==> config.mk <==
export PLATFORM = sky130hd
export DESIGN_NAME = mem_stage
export DESIGN_NICKNAME = d
export VERILOG_FILES = /design/src/rtl/mem_stage.sv
export SDC_FILE = /design/constraint.sdc
export NUM_CORES = 1
export LEC_CHECK = 0
export ABC_AREA = 1
export BUFFER_PORTS_ARGS = -buffer_cell sky130_fd_sc_hd__buf_2
export CELL_PAD_IN_SITES_DETAIL_PLACEMENT = 1
export CELL_PAD_IN_SITES_GLOBAL_PLACEMENT = 1
export CORE_AREA = 2 2 122 148
export DETAILED_ROUTE_END_ITERATION = 10
export DIE_AREA = 0 0 124 150
export PLACE_DENSITY_LB_ADDON = 0.1
export SLEW_MARGIN = 20
export SYNTH_ARGS = -nofsm -noshare
export SYNTH_HDL_FRONTEND = slang
export SYNTH_SLANG_ARGS = --single-unit
==> constraint.sdc <==
create_clock -name clk_in -period 7.1 [get_ports clk_in]
set_clock_uncertainty 0.2 [all_clocks]
set_input_delay 1.42 -clock clk_in [delete_from_list [all_inputs] [get_ports clk_in]]
set_output_delay 1.42 -clock clk_in [all_outputs]
set_load 0.05 [all_outputs]
==> src/rtl/mem_stage.sv <==
// MEM pipeline stage: byte-serial loads/stores over an 8-bit memory port; non-memory ops pass straight through.
// Optional: define MISALIGN_CHECK_EN to reject misaligned halfword/word accesses with a misalign_err pulse.
`ifndef RegAddressBus
`define RegAddressBus 4:0
`endif
`ifndef InstShort
`define InstShort 5:0
`endif
`ifndef MEM_STAGE_INST_CODES
`define MEM_STAGE_INST_CODES
`define INST_NOP  6'd0
`define INST_ADDI 6'd1
`define INST_LB   6'd10
`define INST_LH   6'd11
`define INST_LW   6'd12
`define INST_LBU  6'd13
`define INST_LHU  6'd14
`define INST_SB   6'd15
`define INST_SH   6'd16
`define INST_SW   6'd17
`endif

module mem_stage #(
  parameter int ADDR_W = 32,
  parameter int XLEN   = 32
) (
  input  logic                  clk_in,
  input  logic                  rst_in,
  input  logic                  rdy_in,
  input  logic [`RegAddressBus] rd_address_in,
  input  logic [XLEN-1:0]       rd_data_in,
  input  logic [`InstShort]     inst_in,
  input  logic [ADDR_W-1:0]     mem_address_in,
  output logic                  mem_req,
  output logic                  mem_we,
  output logic [ADDR_W-1:0]     mem_addr,
  output logic [7:0]            mem_wdata,
  input  logic                  mem_grant,
  input  logic                  mem_rvalid,
  input  logic [7:0]            mem_rdata,
  output logic                  stall_req,
  output logic [`RegAddressBus] rd_address_out,
  output logic [XLEN-1:0]       rd_data_out,
  output logic                  mem_rd_done,
  output logic                  misalign_err
);

  typedef enum logic [1:0] {IDLE, REQ, WAIT, DONE} state_t;

  state_t                r_state;
  state_t                w_next;
  logic [`InstShort]     r_inst;
  logic [ADDR_W-1:0]     r_addr;
  logic [`RegAddressBus] r_rd;
  logic [XLEN-1:0]       r_data;
  logic [2:0]            r_idx;
  logic [31:0]           r_acc;

  logic [2:0]            w_inCount;
  logic                  w_inMem;
  logic [2:0]            w_curCount;
  logic                  w_curStore;
  logic                  w_lastByte;
  logic [4:0]            w_byteSel;
  logic                  w_misaligned;
  logic [XLEN-1:0]       w_loadData;

  function automatic logic [2:0] byteCount(input logic [`InstShort] inst);
    case (inst)
      `INST_LB, `INST_LBU, `INST_SB: byteCount = 3'd1;
      `INST_LH, `INST_LHU, `INST_SH: byteCount = 3'd2;
      `INST_LW, `INST_SW:            byteCount = 3'd4;
      default:                       byteCount = 3'd0;
    endcase
  endfunction

  function automatic logic isStore(input logic [`InstShort] inst);
    isStore = (inst == `INST_SB) || (inst == `INST_SH) || (inst == `INST_SW);
  endfunction

  assign w_inCount  = byteCount(inst_in);
  assign w_inMem    = (w_inCount != 3'd0);
  assign w_curCount = byteCount(r_inst);
  assign w_curStore = isStore(r_inst);
  assign w_lastByte = ((r_idx + 3'd1) == w_curCount);
  assign w_byteSel  = {r_idx[1:0], 3'b000};

`ifdef MISALIGN_CHECK_EN
  assign w_misaligned = ((w_inCount == 3'd2) && mem_address_in[0]) ||
                        ((w_inCount == 3'd4) && (mem_address_in[1:0] != 2'b00));
`else
  assign w_misaligned = 1'b0;
`endif

  // Little-endian accumulator extended according to the latched load flavour.
  always_comb begin
    case (r_inst)
      `INST_LB:  w_loadData = {{(XLEN-8){r_acc[7]}}, r_acc[7:0]};
      `INST_LH:  w_loadData = {{(XLEN-16){r_acc[15]}}, r_acc[15:0]};
      `INST_LBU: w_loadData = {{(XLEN-8){1'b0}}, r_acc[7:0]};
      `INST_LHU: w_loadData = {{(XLEN-16){1'b0}}, r_acc[15:0]};
      default:   w_loadData = XLEN'(r_acc);
    endcase
  end

  // Outputs are combinational from state so the stall and the pass-through path act in the arrival cycle.
  always_comb begin
    w_next         = r_state;
    mem_req        = 1'b0;
    mem_we         = 1'b0;
    mem_addr       = '0;
    mem_wdata      = '0;
    stall_req      = 1'b0;
    rd_address_out = '0;
    rd_data_out    = '0;
    mem_rd_done    = 1'b0;
    misalign_err   = 1'b0;
    if (!rst_in) begin
      case (r_state)
        IDLE: begin
          if (w_inMem && w_misaligned) begin
            misalign_err = 1'b1;
          end else if (w_inMem) begin
            stall_req = 1'b1;
            if (rdy_in) w_next = REQ;
          end else begin
            rd_address_out = rd_address_in;
            rd_data_out    = rd_data_in;
            mem_rd_done    = (rd_address_in != '0);
          end
        end
        REQ: begin
          stall_req = 1'b1;
          mem_req   = rdy_in;
          mem_addr  = r_addr + ADDR_W'(r_idx);
          if (w_curStore) begin
            mem_we    = 1'b1;
            mem_wdata = r_data[w_byteSel +: 8];
          end
          if (rdy_in && mem_grant) begin
            if (!w_curStore)     w_next = WAIT;
            else if (w_lastByte) w_next = DONE;
            else                 w_next = REQ;
          end
        end
        WAIT: begin
          stall_req = 1'b1;
          if (rdy_in && mem_rvalid) w_next = w_lastByte ? DONE : REQ;
        end
        DONE: begin
          stall_req = !rdy_in;
          if (!w_curStore) begin
            rd_address_out = r_rd;
            rd_data_out    = w_loadData;
            mem_rd_done    = (r_rd != '0);
          end
          if (rdy_in) w_next = IDLE;
        end
        default: w_next = IDLE;
      endcase
    end
  end

  // A stalled global ready freezes everything, including the byte index and accumulator.
  always_ff @(posedge clk_in) begin
    if (rst_in) begin
      r_state <= IDLE;
      r_inst  <= '0;
      r_addr  <= '0;
      r_rd    <= '0;
      r_data  <= '0;
      r_idx   <= '0;
      r_acc   <= '0;
    end else if (rdy_in) begin
      r_state <= w_next;
      case (r_state)
        IDLE: begin
          if (w_next == REQ) begin
            r_inst <= inst_in;
            r_addr <= mem_address_in;
            r_rd   <= rd_address_in;
            r_data <= rd_data_in;
            r_idx  <= '0;
            r_acc  <= '0;
          end
        end
        REQ: begin
          if (mem_grant && w_curStore) r_idx <= r_idx + 3'd1;
        end
        WAIT: begin
          if (mem_rvalid) begin
            r_acc[w_byteSel +: 8] <= mem_rdata;
            r_idx                 <= r_idx + 3'd1;
          end
        end
        default: ;
      endcase
    end
  end

endmodule

==> report_table.html, run 1 <==
<table>
<tr><th>Metric</th><th>Value</th></tr>
<tr><th colspan="2">Clock tree</th></tr>
<tr><td># hold bufs at CTS</td><td>0</td></tr>
<tr><td>Insertion delay of the later-clocked pin in the worst-skew pair</td><td>420 ps</td></tr>
<tr><td>Number of setup buffers added after CTS</td><td>0</td></tr>
<tr><td>CTS H-tree depth</td><td>4</td></tr>
<tr><td>TritonCTS clock tree</td><td>yes</td></tr>
<tr><td>Deepest clock path buffer count</td><td>2</td></tr>
<tr><td>Clock root buffer master</td><td>sky130_fd_sc_hd__clkbuf_16</td></tr>
<tr><td>Clock buffers created by TritonCTS</td><td>17</td></tr>
<tr><td>Resized Gates After CTS</td><td>0</td></tr>
<tr><td>CTS sink cnt</td><td>115</td></tr>
<tr><td>Clock-pin slew reported for the worst setup and hold paths after clock tree synthesis</td><td>50 ps</td></tr>
<tr><th colspan="2">Pwr</th></tr>
<tr><td>Leakage component of the power</td><td>0.00344 uW</td></tr>
<tr><td>Maximum vdd drop</td><td>146 uV</td></tr>
<tr><td>Pwr Density</td><td>246 mW/mm2</td></tr>
<tr><th colspan="2">Yosys</th></tr>
<tr><td>Synthesized instance count</td><td>1053</td></tr>
<tr><td>Netlist area before placement</td><td>0.00677 mm2</td></tr>
<tr><td>Register bit total from synthesis</td><td>115</td></tr>
<tr><td>Proportion of synthesized flip-flops having asynchronous set or reset</td><td>0%</td></tr>
<tr><td>Post-synth EDFFs</td><td>0</td></tr>
<tr><td>Mapped Nets</td><td>1153</td></tr>
<tr><td>Total number of yosys warnings</td><td>0</td></tr>
<tr><td>Mean instance size in the synthesized netlist</td><td>6.43 um2</td></tr>
<tr><td>Netlist cell types</td><td>39</td></tr>
<tr><td>Fraction of the yosys area taken by sequential cells</td><td>34.0%</td></tr>
<tr><td>Leading register cell type out of synthesis</td><td>sky130_fd_sc_hd__dfxtp_1</td></tr>
<tr><th colspan="2">Place</th></tr>
<tr><td>Placed wire-length estimate</td><td>18600 um</td></tr>
<tr><td>Placed inst area</td><td>0.00769 mm2</td></tr>
<tr><td>Number of input and output port buffers inserted</td><td>168</td></tr>
<tr><td>RD Place Congestion</td><td>0.889</td></tr>
<tr><th colspan="2">Worst setup path</th></tr>
<tr><td>Crit path DAT</td><td>4460 ps</td></tr>
<tr><td>CP Max Fanout</td><td>44</td></tr>
<tr><td>Required time of the critical path</td><td>5480 ps</td></tr>
<tr><td>CP endpoint kind</td><td>output port</td></tr>
<tr><td>Worst stage delay on the critical path</td><td>970 ps</td></tr>
<tr><td>Combined buffer and inverter count along the critical path</td><td>4</td></tr>
<tr><td>Critical Path Source Type</td><td>primary input</td></tr>
<tr><td>Sequence of cells on the critical path</td><td>buf_2 &gt; nor2_1 &gt; inv_1 &gt; nor2_1 &gt; inv_1 &gt; a21oi_1 &gt; buf_2</td></tr>
<tr><td>Critical Path Slowest Stage Cell</td><td>sky130_fd_sc_hd__nor2_1</td></tr>
<tr><td>Delay-heaviest family, CP</td><td>buffers and inverters</td></tr>
<tr><td>WS Path Type</td><td>in -&gt; out</td></tr>
<tr><th colspan="2">Routing</th></tr>
<tr><td>Total Routed Length</td><td>25500 um</td></tr>
<tr><td>Post-detailed-route DRC marker count</td><td>0</td></tr>
<tr><td>Antenna viol nets, final</td><td>0</td></tr>
<tr><td>Detailed router's first-iteration violation count</td><td>357</td></tr>
<tr><td>DR vias/cell</td><td>5.41</td></tr>
<tr><td>Detailed-route wire length per cell</td><td>18.0 um</td></tr>
<tr><td>Total number of vias</td><td>7681</td></tr>
<tr><td>Pre-antenna DRT Iters</td><td>5</td></tr>
<tr><th colspan="2">Floorplan</th></tr>
<tr><td>Die height</td><td>150 um</td></tr>
<tr><td>Die extent in x</td><td>124 um</td></tr>
<tr><td>Total Die Area</td><td>0.0186 mm2</td></tr>
<tr><td>Number of top-level pins</td><td>170</td></tr>
<tr><td>Area of the placeable core</td><td>0.0172 mm2</td></tr>
<tr><td>Standard-cell row count</td><td>53</td></tr>
<tr><td>Effective utilization at floorplan</td><td>39.3%</td></tr>
<tr><th colspan="2">GRT</th></tr>
<tr><td>Initial antenna violation count</td><td>0</td></tr>
<tr><td>GRT Overall Usage</td><td>27.6%</td></tr>
<tr><td>Pin count of the biggest net entering global routing</td><td>116</td></tr>
<tr><td>Grt ovf</td><td>0</td></tr>
<tr><td>Via count of the first global-routing pass</td><td>7484</td></tr>
<tr><td>Wire length of the first global-routing pass</td><td>39500 um</td></tr>
<tr><th colspan="2">Cells and area</th></tr>
<tr><td>Multi-input logic area</td><td>0.00368 mm2</td></tr>
<tr><td>Commonest cells after routing, fill and taps aside</td><td>sky130_fd_sc_hd__buf_2 (168), sky130_fd_sc_hd__a21oi_1 (167), sky130_fd_sc_hd__nand2_1 (161)</td></tr>
<tr><td>Combined flip-flop and latch cell area</td><td>0.00230 mm2</td></tr>
<tr><td>Share of final-layout standard cells stronger than drive strength 1</td><td>19.3%</td></tr>
<tr><td>Area growth syn-to-layout</td><td>23.7%</td></tr>
<tr><td>Most common cell after layout, fill and taps aside</td><td>sky130_fd_sc_hd__buf_2</td></tr>
<tr><td>Final Net Count</td><td>1287</td></tr>
<tr><td>Ant diodes</td><td>0</td></tr>
<tr><td>Filler Cells Inserted</td><td>2379</td></tr>
<tr><td>Post-layout instance area</td><td>0.00838 mm2</td></tr>
<tr><th colspan="2">STA</th></tr>
<tr><td>Maximum frequency from static timing analysis</td><td>0.164 GHz</td></tr>
<tr><td>Max Transition Viols Final</td><td>0</td></tr>
<tr><td>Normalized max-slew margin</td><td>25.8%</td></tr>
<tr><td>Endpoints failing setup</td><td>0</td></tr>
<tr><td>Endpoints failing hold</td><td>0</td></tr>
<tr><td>Period utilization</td><td>85.6%</td></tr>
<tr><td>Total Negative Setup Slacks</td><td>0 ps</td></tr>
<tr><td>Slew of the pin with the lowest slew margin</td><td>1110 ps</td></tr>
<tr><td>Final critical delay including setup and external delays</td><td>6080 ps</td></tr>
<tr><td>Setup repair after global routing missed its margin</td><td>false</td></tr>
<tr><th colspan="2">Status</th></tr>
<tr><td>Result of the run</td><td>finished clean</td></tr>
<tr><th colspan="2">Min path</th></tr>
<tr><td>Hold WC Path Type</td><td>reg -&gt; reg</td></tr>
<tr><th colspan="2">Flow run</th></tr>
<tr><td>Max-cap violation count</td><td>0</td></tr>
</table>
flip-flops by register name (all words and copies together) (netlist names), named ones only:
name	cells
r_state	2
r_idx	3
r_inst	6
r_acc	32
r_rd	5
r_addr	32
r_data	32
per-stage QoR:
step / hold slack, ps / std cells / worst slack, ps / power [uW] / utilization, %
2_1_floorplan: 220 / 1053 / 1710 / 991 / -
3_3_place_gp: 229 / 1387 / 1040 / 1100 / 44.6
3_5_place_dp: 237 / 1387 / 965 / 1110 / 44.6
4_1_cts: 251 / 1419 / 1010 / 2080 / 48.4
5_1_grt: 267 / 1420 / 862 / 2150 / 48.6
6_report: 249 / 1420 / 1020 / 2060 / 48.6
cell usage after synthesis (2+ instances only):
cell type | count | share of area (%)
sky130_fd_sc_hd__nor4_1 | 6 | 0.55
sky130_fd_sc_hd__nand3_1 | 22 | 1.6
sky130_fd_sc_hd__inv_1 | 136 | 7.5
sky130_fd_sc_hd__a211oi_1 | 4 | 0.44
sky130_fd_sc_hd__o211ai_1 | 16 | 1.8
sky130_fd_sc_hd__nor3_1 | 25 | 1.8
sky130_fd_sc_hd__ha_1 | 11 | 2.0
sky130_fd_sc_hd__a21oi_1 | 167 | 12
sky130_fd_sc_hd__nand2_1 | 161 | 8.9
sky130_fd_sc_hd__a21oi_4 | 2 | 0.48
sky130_fd_sc_hd__o21a_1 | 2 | 0.22
sky130_fd_sc_hd__nand2_2 | 5 | 0.46
sky130_fd_sc_hd__inv_2 | 5 | 0.28
sky130_fd_sc_hd__nor2_2 | 4 | 0.37
sky130_fd_sc_hd__clkinv_1 | 3 | 0.17
sky130_fd_sc_hd__or2_2 | 2 | 0.18
sky130_fd_sc_hd__nor2_1 | 115 | 6.4
sky130_fd_sc_hd__buf_2 | 6 | 0.44
sky130_fd_sc_hd__clkbuf_1 | 51 | 2.8
sky130_fd_sc_hd__buf_4 | 2 | 0.22
sky130_fd_sc_hd__o21ai_0 | 116 | 8.6
sky130_fd_sc_hd__nand4_1 | 40 | 3.7
sky130_fd_sc_hd__buf_6 | 2 | 0.33
sky130_fd_sc_hd__dfxtp_1 | 115 | 34
sky130_fd_sc_hd__a22oi_1 | 20 | 2.2
sky130_fd_sc_hd__a31oi_1 | 2 | 0.18
metal layers:
| layer | global-route usage (%) | part of all wire [%] |
|---|---|---|
| met5 | 0 | 0 |
| met4 | 8.93 | 2.2 |
| met3 | 5.53 | 5.3 |
| met2 | 48.1 | 50 |
| met1 | 33.9 | 42 |
final timing paths:
kind                                 from  slack (ps)  cells past startpoint            to
worst max-delay path               rst_in        1020                      7  mem_wdata[6]
worst min-delay path            r_data[0]         250                      2     r_data[0]
worst max register to register   r_idx[0]        2610                     18    r_addr[30]
worst min register to register  r_data[0]         250                      2     r_data[0]
worst reg2reg max path: cells and delay by family, from the launching register on:
kind	cells	cell delay (ps)
buffers and inverters	6	1840
flip-flops	1	750
AND/OR/NAND/NOR	9	750
adder cells (fa/ha/maj)	1	560
AO/OA/AOI/OAI	2	340
report_power, final:
part / total, uW / internal (uW) / switching [uW] / leakage [uW]
clock network: 961 / 642 / 319 / 0.000309
logic: 390 / 104 / 286 / 0.00220
registers: 710 / 683 / 27.1 / 0.000932
total: 2060 / 1430 / 633 / 0.00344
layout make-up:
cell class | count | area share [%]
clock buffer | 20 | 5.45
timing repair buffer | 176 | 11.0
inverter | 144 | 6.45
tap | 220 | 3.29
clock inverter | 12 | 2.42
sequential | 115 | 27.5
multi-input combinational | 733 | 43.9
logic make-up (layout without fill, tap and decap cells):
logic type               after synthesis  after routing  synth area share, %
other                                  1              1               0.0554
flip-flops                           115            115                 34.0
XOR/XNOR                               1              1                0.129
AND/OR/NAND/NOR                      385            385                 24.9
AO/OA/AOI/OAI                        334            334                 26.8
buffers and inverters                205            352                 11.8
adder cells (fa/ha/maj)               12             12                 2.33
No activity file was read; power rests on OpenSTA's default activity.
==> inputs of run 2 (changes only) <==
- ABC_CLOCK_PERIOD_IN_PS: unset -> 7100
- PLACE_DENSITY: unset -> 0.87
- PLACE_DENSITY_LB_ADDON: 0.1 -> unset
==> run 2 against run 1 <==
Sequential share of layout area grew 0.28 points; combinational power grew 1%; highest routed layer unchanged; largest cell class unchanged; count of clock-buffer cells in the layout is the same; final cell count is essentially flat.
==> report_table.html, run 2 (same netlist as run 1, synthesis figures left out) <==
<table>
<tr><th>Metric</th><th>Value</th></tr>
<tr><th colspan="2">Status</th></tr>
<tr><td>Result of the run</td><td>finished clean (unchanged)</td></tr>
<tr><th colspan="2">Floorplan</th></tr>
<tr><td>Total Die Area</td><td>0.0186 mm2 (unchanged)</td></tr>
<tr><td>Area of the placeable core</td><td>0.0172 mm2 (unchanged)</td></tr>
<tr><td>Die extent in x</td><td>124 um (unchanged)</td></tr>
<tr><td>Effective utilization at floorplan</td><td>39.3% (unchanged)</td></tr>
<tr><td>Standard-cell row count</td><td>53 (unchanged)</td></tr>
<tr><td>Die height</td><td>150 um (unchanged)</td></tr>
<tr><td>Number of top-level pins</td><td>170 (unchanged)</td></tr>
<tr><th colspan="2">Routing</th></tr>
<tr><td>DR vias/cell</td><td>5.52 (was 5.41)</td></tr>
<tr><td>Antenna viol nets, final</td><td>0 (unchanged)</td></tr>
<tr><td>Detailed-route wire length per cell</td><td>18.1 um (was 18.0 um)</td></tr>
<tr><td>Detailed router's first-iteration violation count</td><td>709 (was 357)</td></tr>
<tr><td>Total Routed Length</td><td>25700 um (was 25500 um)</td></tr>
<tr><td>Total number of vias</td><td>7848 (was 7681)</td></tr>
<tr><td>Pre-antenna DRT Iters</td><td>5 (unchanged)</td></tr>
<tr><td>Post-detailed-route DRC marker count</td><td>0 (unchanged)</td></tr>
<tr><th colspan="2">Min path</th></tr>
<tr><td>Hold WC Path Type</td><td>reg -&gt; reg (unchanged)</td></tr>
<tr><td>Min-Delay Startpoint</td><td>r_data[0] (unchanged)</td></tr>
<tr><th colspan="2">Cells and area</th></tr>
<tr><td>Share of final-layout standard cells stronger than drive strength 1</td><td>19.3% (about the same)</td></tr>
<tr><td>Largest registers</td><td>r_acc x32, r_addr x32, r_data x32 (unchanged)</td></tr>
<tr><td>Final Net Count</td><td>1285 (was 1287)</td></tr>
<tr><td>Final instance count without filler cells</td><td>1421 (was 1420)</td></tr>
<tr><td>Commonest cells after routing, fill and taps aside</td><td>sky130_fd_sc_hd__buf_2 (168), sky130_fd_sc_hd__a21oi_1 (167), sky130_fd_sc_hd__nand2_1 (161) (unchanged)</td></tr>
<tr><td>Area growth syn-to-layout</td><td>22.5% (was 23.7%)</td></tr>
<tr><td>Most common cell after layout, fill and taps aside</td><td>sky130_fd_sc_hd__buf_2 (unchanged)</td></tr>
<tr><td>Post-layout instance area</td><td>0.00830 mm2 (was 0.00838 mm2)</td></tr>
<tr><th colspan="2">GRT</th></tr>
<tr><td>GRT Overall Usage</td><td>27.5% (was 27.6%)</td></tr>
<tr><td>Via count of the first global-routing pass</td><td>7782 (was 7484)</td></tr>
<tr><td>Initial antenna violation count</td><td>3 (was 0)</td></tr>
<tr><td>Grt ovf</td><td>0 (unchanged)</td></tr>
<tr><td>Pin count of the biggest net entering global routing</td><td>113 (was 116)</td></tr>
<tr><td>Wire length of the first global-routing pass</td><td>39500 um (about the same)</td></tr>
<tr><th colspan="2">STA</th></tr>
<tr><td>Normalized max-slew margin</td><td>29.9% (was 25.8%)</td></tr>
<tr><td>Period utilization</td><td>75.9% (was 85.6%)</td></tr>
<tr><td>Setup repair after global routing missed its margin</td><td>false (unchanged)</td></tr>
<tr><td>Final critical delay including setup and external delays</td><td>5390 ps (was 6080 ps)</td></tr>
<tr><td>Endpoints failing hold</td><td>0 (unchanged)</td></tr>
<tr><td>Slew of the pin with the lowest slew margin</td><td>1050 ps (was 1110 ps)</td></tr>
<tr><td>Maximum frequency from static timing analysis</td><td>0.186 GHz (was 0.164 GHz)</td></tr>
<tr><td>Total Negative Setup Slacks</td><td>0 ps (unchanged)</td></tr>
<tr><td>Max Transition Viols Final</td><td>0 (unchanged)</td></tr>
<tr><td>Hold slack final</td><td>241 ps (was 249 ps)</td></tr>
<tr><td>Endpoints failing setup</td><td>0 (unchanged)</td></tr>
<tr><th colspan="2">Worst setup path</th></tr>
<tr><td>Crit path DAT</td><td>3770 ps (was 4460 ps)</td></tr>
<tr><td>Sequence of cells on the critical path</td><td>fa_1 &gt; nand2_1 &gt; a21oi_1 &gt; nand2_1 &gt; inv_2 &gt; nand2_1 &gt; nor2_1 &gt; nand2_1 &gt; nor2_1 &gt; nand4_1 &gt; nor2_1 &gt; nand4_1 &gt; a21oi_1 &gt; buf_2 (was buf_2 &gt; nor2_1 &gt; inv_1 &gt; nor2_1 &gt; inv_1 &gt; a21oi_1 &gt; buf_2)</td></tr>
<tr><td>Launch point of the worst path</td><td>r_idx[1] (was rst_in)</td></tr>
<tr><td>Critical Path Source Type</td><td>flip-flop (was primary input)</td></tr>
<tr><td>WS Path Type</td><td>reg -&gt; out (was in -&gt; out)</td></tr>
<tr><td>Worst path depth</td><td>14 (was 7)</td></tr>
<tr><td>Endpoint of the worst setup timing path</td><td>mem_addr[28] (was mem_wdata[6])</td></tr>
<tr><td>Path depth of the worst reg2reg path</td><td>15 (was 18)</td></tr>
<tr><td>Worst stage delay on the critical path</td><td>830 ps (was 970 ps)</td></tr>
<tr><td>Delay-heaviest family, CP</td><td>simple AND/OR/NAND/NOR gates (was buffers and inverters)</td></tr>
<tr><td>CP endpoint kind</td><td>output port (unchanged)</td></tr>
<tr><td>Combined buffer and inverter count along the critical path</td><td>2 (was 4)</td></tr>
<tr><td>Required time of the critical path</td><td>5480 ps (about the same)</td></tr>
<tr><td>Destination of the worst register-to-register timing path</td><td>r_addr[24] (was r_addr[30])</td></tr>
<tr><td>Register-to-register setup slack</td><td>2320 ps (was 2610 ps)</td></tr>
<tr><td>Critical Path Slowest Stage Cell</td><td>sky130_fd_sc_hd__dfxtp_1 (was sky130_fd_sc_hd__nor2_1)</td></tr>
<tr><td>CP Max Fanout</td><td>14 (was 44)</td></tr>
<tr><td>R2R Path Start</td><td>r_idx[1] (was r_idx[0])</td></tr>
<tr><td>Most frequent cell on the critical path</td><td>sky130_fd_sc_hd__nand2_1</td></tr>
<tr><th colspan="2">Pwr</th></tr>
<tr><td>Maximum vdd drop</td><td>182 uV (was 146 uV)</td></tr>
<tr><td>Post-route total power</td><td>1970 uW (was 2060 uW)</td></tr>
<tr><td>Pwr Density</td><td>238 mW/mm2 (was 246 mW/mm2)</td></tr>
<tr><td>Leakage component of the power</td><td>0.00339 uW (was 0.00344 uW)</td></tr>
<tr><th colspan="2">Place</th></tr>
<tr><td>RD Place Congestion</td><td>0.912 (was 0.889)</td></tr>
<tr><td>Placed cell count</td><td>1386 (was 1387)</td></tr>
<tr><td>Number of input and output port buffers inserted</td><td>168 (unchanged)</td></tr>
<tr><td>Placed wire-length estimate</td><td>18600 um (about the same)</td></tr>
<tr><td>Placed inst area</td><td>0.00769 mm2 (about the same)</td></tr>
<tr><th colspan="2">Clock tree</th></tr>
<tr><td>Insertion delay of the later-clocked pin in the worst-skew pair</td><td>420 ps (about the same)</td></tr>
<tr><td>Number of setup buffers added after CTS</td><td>0 (unchanged)</td></tr>
<tr><td>Clock buffers created by TritonCTS</td><td>17 (unchanged)</td></tr>
<tr><td>Clock root buffer master</td><td>sky130_fd_sc_hd__clkbuf_16 (unchanged)</td></tr>
<tr><td>CTS H-tree depth</td><td>4 (unchanged)</td></tr>
<tr><td>CTS sink cnt</td><td>115 (unchanged)</td></tr>
<tr><td># hold bufs at CTS</td><td>0 (unchanged)</td></tr>
<tr><td>TritonCTS clock tree</td><td>yes (unchanged)</td></tr>
<tr><td>Resized Gates After CTS</td><td>0 (unchanged)</td></tr>
<tr><td>Deepest clock path buffer count</td><td>2 (unchanged)</td></tr>
<tr><td>Clock-pin slew reported for the worst setup and hold paths after clock tree synthesis</td><td>60 ps (was 50 ps)</td></tr>
<tr><th colspan="2">Flow run</th></tr>
<tr><td>Max-cap violation count</td><td>0 (unchanged)</td></tr>
</table>
-- run 2: cell count changes in the layout (fill, tap and decap cells not counted), sizes merged --
| cell | change |
|---|---|
| buf | -2 |
| bufinv | -3 |
| clkinv | +2 |
| clkinvlp | +1 |
| diode | +3 |
-- run 2: through the flow --
step                      utilization, %  setup slack, ps
after floorplan                        -             1710
after global placement              44.6             1960
after detailed placement            44.6             1880
after CTS                           48.1             1740
after global routing                48.1             1400
final                               48.1             1710
-- run 2: area by class of cell --
type                            count  area, um2
Clock inverter                     12        130
Multi-Input combinational cell    733       3690
Timing Repair Buffer              174        886
Sequential cell                   115       2300
Inverter                          144        541
Tap cell                          220        275
Antenna cell                        3       7.51
Fill cell                        2363       8950
Clock buffer                       20        467
-- run 2: worst reg2reg max path, cell delays in order (launching register included) --
cell and delay [ps]:
sky130_fd_sc_hd__dfxtp_1 830, sky130_fd_sc_hd__clkinv_1 580, sky130_fd_sc_hd__ha_1 590, sky130_fd_sc_hd__inv_1 110, sky130_fd_sc_hd__nand3_1 90, sky130_fd_sc_hd__nand2_1 50, sky130_fd_sc_hd__nor2_1 80, sky130_fd_sc_hd__nand2_1 100
sky130_fd_sc_hd__nand2_1 90, sky130_fd_sc_hd__nand2_1 70, sky130_fd_sc_hd__nand3_2 120, sky130_fd_sc_hd__nand2_1 130, sky130_fd_sc_hd__nand4_4 330, sky130_fd_sc_hd__buf_4 820, sky130_fd_sc_hd__o21ai_0 340, sky130_fd_sc_hd__a21oi_1 170
-- run 2: how the worst min path moves through the flow --
stage / endpoint / slack, ps / cells past startpoint
2_1_floorplan: r_data[0] / 220 / 2
5_1_grt: r_data[24] / 270 / 2
3_3_place_gp: r_data[5] / 230 / 2
6_report: r_data[0] / 240 / 2
4_1_cts: r_data[0] / 240 / 2
3_5_place_dp: r_data[0] / 230 / 2
-- run 2: metal layers --
metal / wire length, um / GRT usage, % / up-vias / share of wire [%]
met1: 10600 / 32.6 / 3756 / 41
met3: 1210 / 4.08 / 68 / 4.7
met5: 0 / 0 / - / 0
li1: - / - / 3789 / -
met2: 12900 / 48.2 / 235 / 50
met4: 901 / 12.9 / 0 / 3.5
-- run 2: report_power, final --
group	total (uW)	leakage, uW	switching [uW]	internal (uW)
logic	394	0.00218	293	101
clock network	871	0.000280	328	543
registers	707	0.000932	24.3	683
==> inputs of run 3 (changes only) <==
- ABC_CLOCK_PERIOD_IN_PS: 7100 -> 5500
- CORE_AREA: 2 2 122 148 -> 2 2 127 154
- DIE_AREA: 0 0 124 150 -> 0 0 129 156
- PLACE_DENSITY: 0.87 -> 0.81
- clock period: 7.1 -> 5.5 ns (I/O delays scaled with it)
==> run 3 against run 2 <==
Setup slack lost 860 ps; register-to-register slack got worse by 740 ps; hold slack better by 4.0 ps; die area increased by 8.2%; final cell count increased by 2.7%; total power increased by 35%; highest routed layer unchanged.
==> report_table.html, run 3 (same netlist as run 1, synthesis figures left out) <==
<table>
<tr><th>Metric</th><th>Value</th></tr>
<tr><th colspan="2">GRT</th></tr>
<tr><td>Initial antenna violation count</td><td>3 (unchanged)</td></tr>
<tr><td>GRT Overall Usage</td><td>25.9% (was 27.5%)</td></tr>
<tr><td>Grt ovf</td><td>0 (unchanged)</td></tr>
<tr><td>Pin count of the biggest net entering global routing</td><td>128 (was 113)</td></tr>
<tr><td>Wire length of the first global-routing pass</td><td>40600 um (was 39500 um)</td></tr>
<tr><td>Via count of the first global-routing pass</td><td>7829 (was 7782)</td></tr>
<tr><th colspan="2">Place</th></tr>
<tr><td>Worst slack, placed</td><td>1280 ps (was 1880 ps)</td></tr>
<tr><td>Number of input and output port buffers inserted</td><td>168 (unchanged)</td></tr>
<tr><td>Placed wire-length estimate</td><td>19200 um (was 18600 um)</td></tr>
<tr><td>RD Place Congestion</td><td>0.924 (was 0.912)</td></tr>
<tr><th colspan="2">Min path</th></tr>
<tr><td>Worst hold path cell count</td><td>2 (unchanged)</td></tr>
<tr><td>Min-Delay Startpoint</td><td>r_data[5] (was r_data[0])</td></tr>
<tr><td>Worst hold endpoint</td><td>r_data[5] (was r_data[0])</td></tr>
<tr><td>Hold WC Path Type</td><td>reg -&gt; reg (unchanged)</td></tr>
<tr><th colspan="2">Cells and area</th></tr>
<tr><td>Filler Cells Inserted</td><td>2547 (was 2363)</td></tr>
<tr><td>Share of final-layout standard cells stronger than drive strength 1</td><td>19.3% (about the same)</td></tr>
<tr><td>Multi-input logic area</td><td>0.00368 mm2 (was 0.00369 mm2)</td></tr>
<tr><td>Most common cell after layout, fill and taps aside</td><td>sky130_fd_sc_hd__buf_2 (unchanged)</td></tr>
<tr><td>Final Net Count</td><td>1288 (was 1285)</td></tr>
<tr><td>Commonest cells after routing, fill and taps aside</td><td>sky130_fd_sc_hd__buf_2 (168), sky130_fd_sc_hd__a21oi_1 (167), sky130_fd_sc_hd__nand2_1 (161) (unchanged)</td></tr>
<tr><td>Combined flip-flop and latch cell area</td><td>0.00230 mm2 (unchanged)</td></tr>
<tr><td>Area growth syn-to-layout</td><td>24.4% (was 22.5%)</td></tr>
<tr><td>Largest registers</td><td>r_acc x32, r_addr x32, r_data x32 (unchanged)</td></tr>
<tr><th colspan="2">Clock tree</th></tr>
<tr><td>Deepest clock path buffer count</td><td>2 (unchanged)</td></tr>
<tr><td>CTS sink cnt</td><td>115 (unchanged)</td></tr>
<tr><td>Clock root buffer master</td><td>sky130_fd_sc_hd__clkbuf_16 (unchanged)</td></tr>
<tr><td>CTS H-tree depth</td><td>4 (unchanged)</td></tr>
<tr><td>Resized Gates After CTS</td><td>0 (unchanged)</td></tr>
<tr><td>Number of setup buffers added after CTS</td><td>0 (unchanged)</td></tr>
<tr><td>Clock-pin slew reported for the worst setup and hold paths after clock tree synthesis</td><td>60 ps (about the same)</td></tr>
<tr><td>Clock buffers created by TritonCTS</td><td>17 (unchanged)</td></tr>
<tr><td>Insertion delay of the later-clocked pin in the worst-skew pair</td><td>430 ps (was 420 ps)</td></tr>
<tr><td># hold bufs at CTS</td><td>0 (unchanged)</td></tr>
<tr><td>TritonCTS clock tree</td><td>yes (unchanged)</td></tr>
<tr><th colspan="2">Worst setup path</th></tr>
<tr><td>Register-to-register setup slack</td><td>1580 ps (was 2320 ps)</td></tr>
<tr><td>Worst stage delay on the critical path</td><td>370 ps (was 830 ps)</td></tr>
<tr><td>Critical Path Slowest Stage Cell</td><td>sky130_fd_sc_hd__nor4_1 (was sky130_fd_sc_hd__dfxtp_1)</td></tr>
<tr><td>Most frequent cell on the critical path</td><td>sky130_fd_sc_hd__nand2_1 (unchanged)</td></tr>
<tr><td>Critical Path Source Type</td><td>flip-flop (unchanged)</td></tr>
<tr><td>Crit path DAT</td><td>3340 ps (was 3770 ps)</td></tr>
<tr><td>CP endpoint kind</td><td>output port (unchanged)</td></tr>
<tr><td>CP Max Fanout</td><td>5 (was 14)</td></tr>
<tr><td>Required time of the critical path</td><td>4200 ps (was 5480 ps)</td></tr>
<tr><td>Destination of the worst register-to-register timing path</td><td>r_acc[17] (was r_addr[24])</td></tr>
<tr><td>Launch point of the worst path</td><td>r_addr[0] (was r_idx[1])</td></tr>
<tr><td>Combined buffer and inverter count along the critical path</td><td>2 (unchanged)</td></tr>
<tr><td>Delay-heaviest family, CP</td><td>simple AND/OR/NAND/NOR gates (unchanged)</td></tr>
<tr><td>R2R Path Start</td><td>r_idx[0] (was r_idx[1])</td></tr>
<tr><td>Sequence of cells on the critical path</td><td>ha_1 &gt; fa_1 &gt; nand2_1 &gt; a21oi_1 &gt; nand2_1 &gt; inv_2 &gt; nand2_1 &gt; nor2_1 &gt; nand2_1 &gt; nor4_1 &gt; nand2_1 &gt; nor2_1 &gt; a21oi_1 &gt; nor3_1 &gt; buf_2 (was fa_1 &gt; nand2_1 &gt; a21oi_1 &gt; nand2_1 &gt; inv_2 &gt; nand2_1 &gt; nor2_1 &gt; nand2_1 &gt; nor2_1 &gt; nand4_1 &gt; nor2_1 &gt; nand4_1 &gt; a21oi_1 &gt; buf_2)</td></tr>
<tr><td>WS Path Type</td><td>reg -&gt; out (unchanged)</td></tr>
<tr><td>Path depth of the worst reg2reg path</td><td>16 (was 15)</td></tr>
<tr><th colspan="2">Pwr</th></tr>
<tr><td>Pwr Density</td><td>316 mW/mm2 (was 238 mW/mm2)</td></tr>
<tr><td>Post-route total power</td><td>2660 uW (was 1970 uW)</td></tr>
<tr><td>Maximum vdd drop</td><td>228 uV (was 182 uV)</td></tr>
<tr><td>Leakage component of the power</td><td>0.00345 uW (was 0.00339 uW)</td></tr>
<tr><th colspan="2">Floorplan</th></tr>
<tr><td>Total Die Area</td><td>0.0201 mm2 (was 0.0186 mm2)</td></tr>
<tr><td>Effective utilization at floorplan</td><td>36.3% (was 39.3%)</td></tr>
<tr><td>Die height</td><td>156 um (was 150 um)</td></tr>
<tr><td>Area of the placeable core</td><td>0.0186 mm2 (was 0.0172 mm2)</td></tr>
<tr><td>Number of top-level pins</td><td>170 (unchanged)</td></tr>
<tr><td>Standard-cell row count</td><td>55 (was 53)</td></tr>
<tr><td>Die extent in x</td><td>129 um (was 124 um)</td></tr>
<tr><th colspan="2">STA</th></tr>
<tr><td>Normalized max-slew margin</td><td>30.7% (was 29.9%)</td></tr>
<tr><td>Post-route worst setup slack</td><td>855 ps (was 1710 ps)</td></tr>
<tr><td>Endpoints failing setup</td><td>0 (unchanged)</td></tr>
<tr><td>Max Transition Viols Final</td><td>0 (unchanged)</td></tr>
<tr><td>Period utilization</td><td>84.4%</td></tr>
<tr><td>Hold slack final</td><td>245 ps (was 241 ps)</td></tr>
<tr><td>Slew of the pin with the lowest slew margin</td><td>1040 ps (was 1050 ps)</td></tr>
<tr><td>Total Negative Setup Slacks</td><td>0 ps (unchanged)</td></tr>
<tr><td>Final critical delay including setup and external delays</td><td>4640 ps</td></tr>
<tr><td>Setup repair after global routing missed its margin</td><td>false (unchanged)</td></tr>
<tr><td>Maximum frequency from static timing analysis</td><td>0.215 GHz</td></tr>
<tr><td>Endpoints failing hold</td><td>0 (unchanged)</td></tr>
<tr><th colspan="2">Routing</th></tr>
<tr><td>DR vias/cell</td><td>5.38 (was 5.52)</td></tr>
<tr><td>Detailed router's first-iteration violation count</td><td>590 (was 709)</td></tr>
<tr><td>Antenna viol nets, final</td><td>0 (unchanged)</td></tr>
<tr><td>Detailed-route wire length per cell</td><td>18.0 um (was 18.1 um)</td></tr>
<tr><td>Post-detailed-route DRC marker count</td><td>0 (unchanged)</td></tr>
<tr><td>Total number of vias</td><td>7860 (was 7848)</td></tr>
<tr><td>Total Routed Length</td><td>26300 um (was 25700 um)</td></tr>
<tr><td>Pre-antenna DRT Iters</td><td>5 (unchanged)</td></tr>
<tr><th colspan="2">Flow run</th></tr>
<tr><td>Max-cap violation count</td><td>0 (unchanged)</td></tr>
<tr><th colspan="2">Status</th></tr>
<tr><td>Result of the run</td><td>finished clean (unchanged)</td></tr>
</table>
-- run 3: cell type report --
type	instances	share of cell area [%]
antenna	3	0.0891
clock buffer	19	5.26
clock inverter	13	2.45
inverter	144	6.42
multi-input combinational	733	43.7
sequential	115	27.3
tap	256	3.80
timing repair buffer	177	10.9
-- run 3: through the flow --
step / util [%] / cell area [um2] / cells
CTS: 45.1 / 8410 / 1457
detailed placement: 41.6 / 7760 / 1425
floorplan: - / 6770 / 1053
global placement: 41.6 / 7760 / 1425
global route: 45.2 / 8420 / 1460
finish: 45.2 / 8420 / 1460
-- run 3: metal layers --
metal	wire length, um	global-route usage [%]	vias up
li1	-	-	3798
met4	807	10.5	0
met1	11200	31.8	3757
met2	13000	44.7	247
met5	0	0	-
met3	1310	4.60	58
-- run 3: worst reg2reg max path: cells and delay by family (launching register included) --
family | cells | cell delay [ps]
and+or+nand+nor | 9 | 920
buffers and inverters | 3 | 890
DFF | 1 | 340
AOI/OAI and AO/OA | 3 | 950
adders and majority gates | 1 | 540
-- run 3: where the power goes --
group	leakage, uW	switching, uW	internal (uW)	total (uW)
Sequential	0.000932	30.9	882	913
Combinational	0.00220	382	133	514
Clock	0.000313	422	815	1240
-- run 3: worst max path at each step --
stage | to | slack, ps | cells past startpoint
after CTS | mem_addr[31] | 870 | 16
after global routing | mem_addr[31] | 490 | 16
after global placement | rd_address_out[2] | 1340 | 4
after floorplan | mem_wdata[0] | 750 | 6
after detailed placement | rd_data_out[7] | 1280 | 4
final | mem_addr[20] | 860 | 15
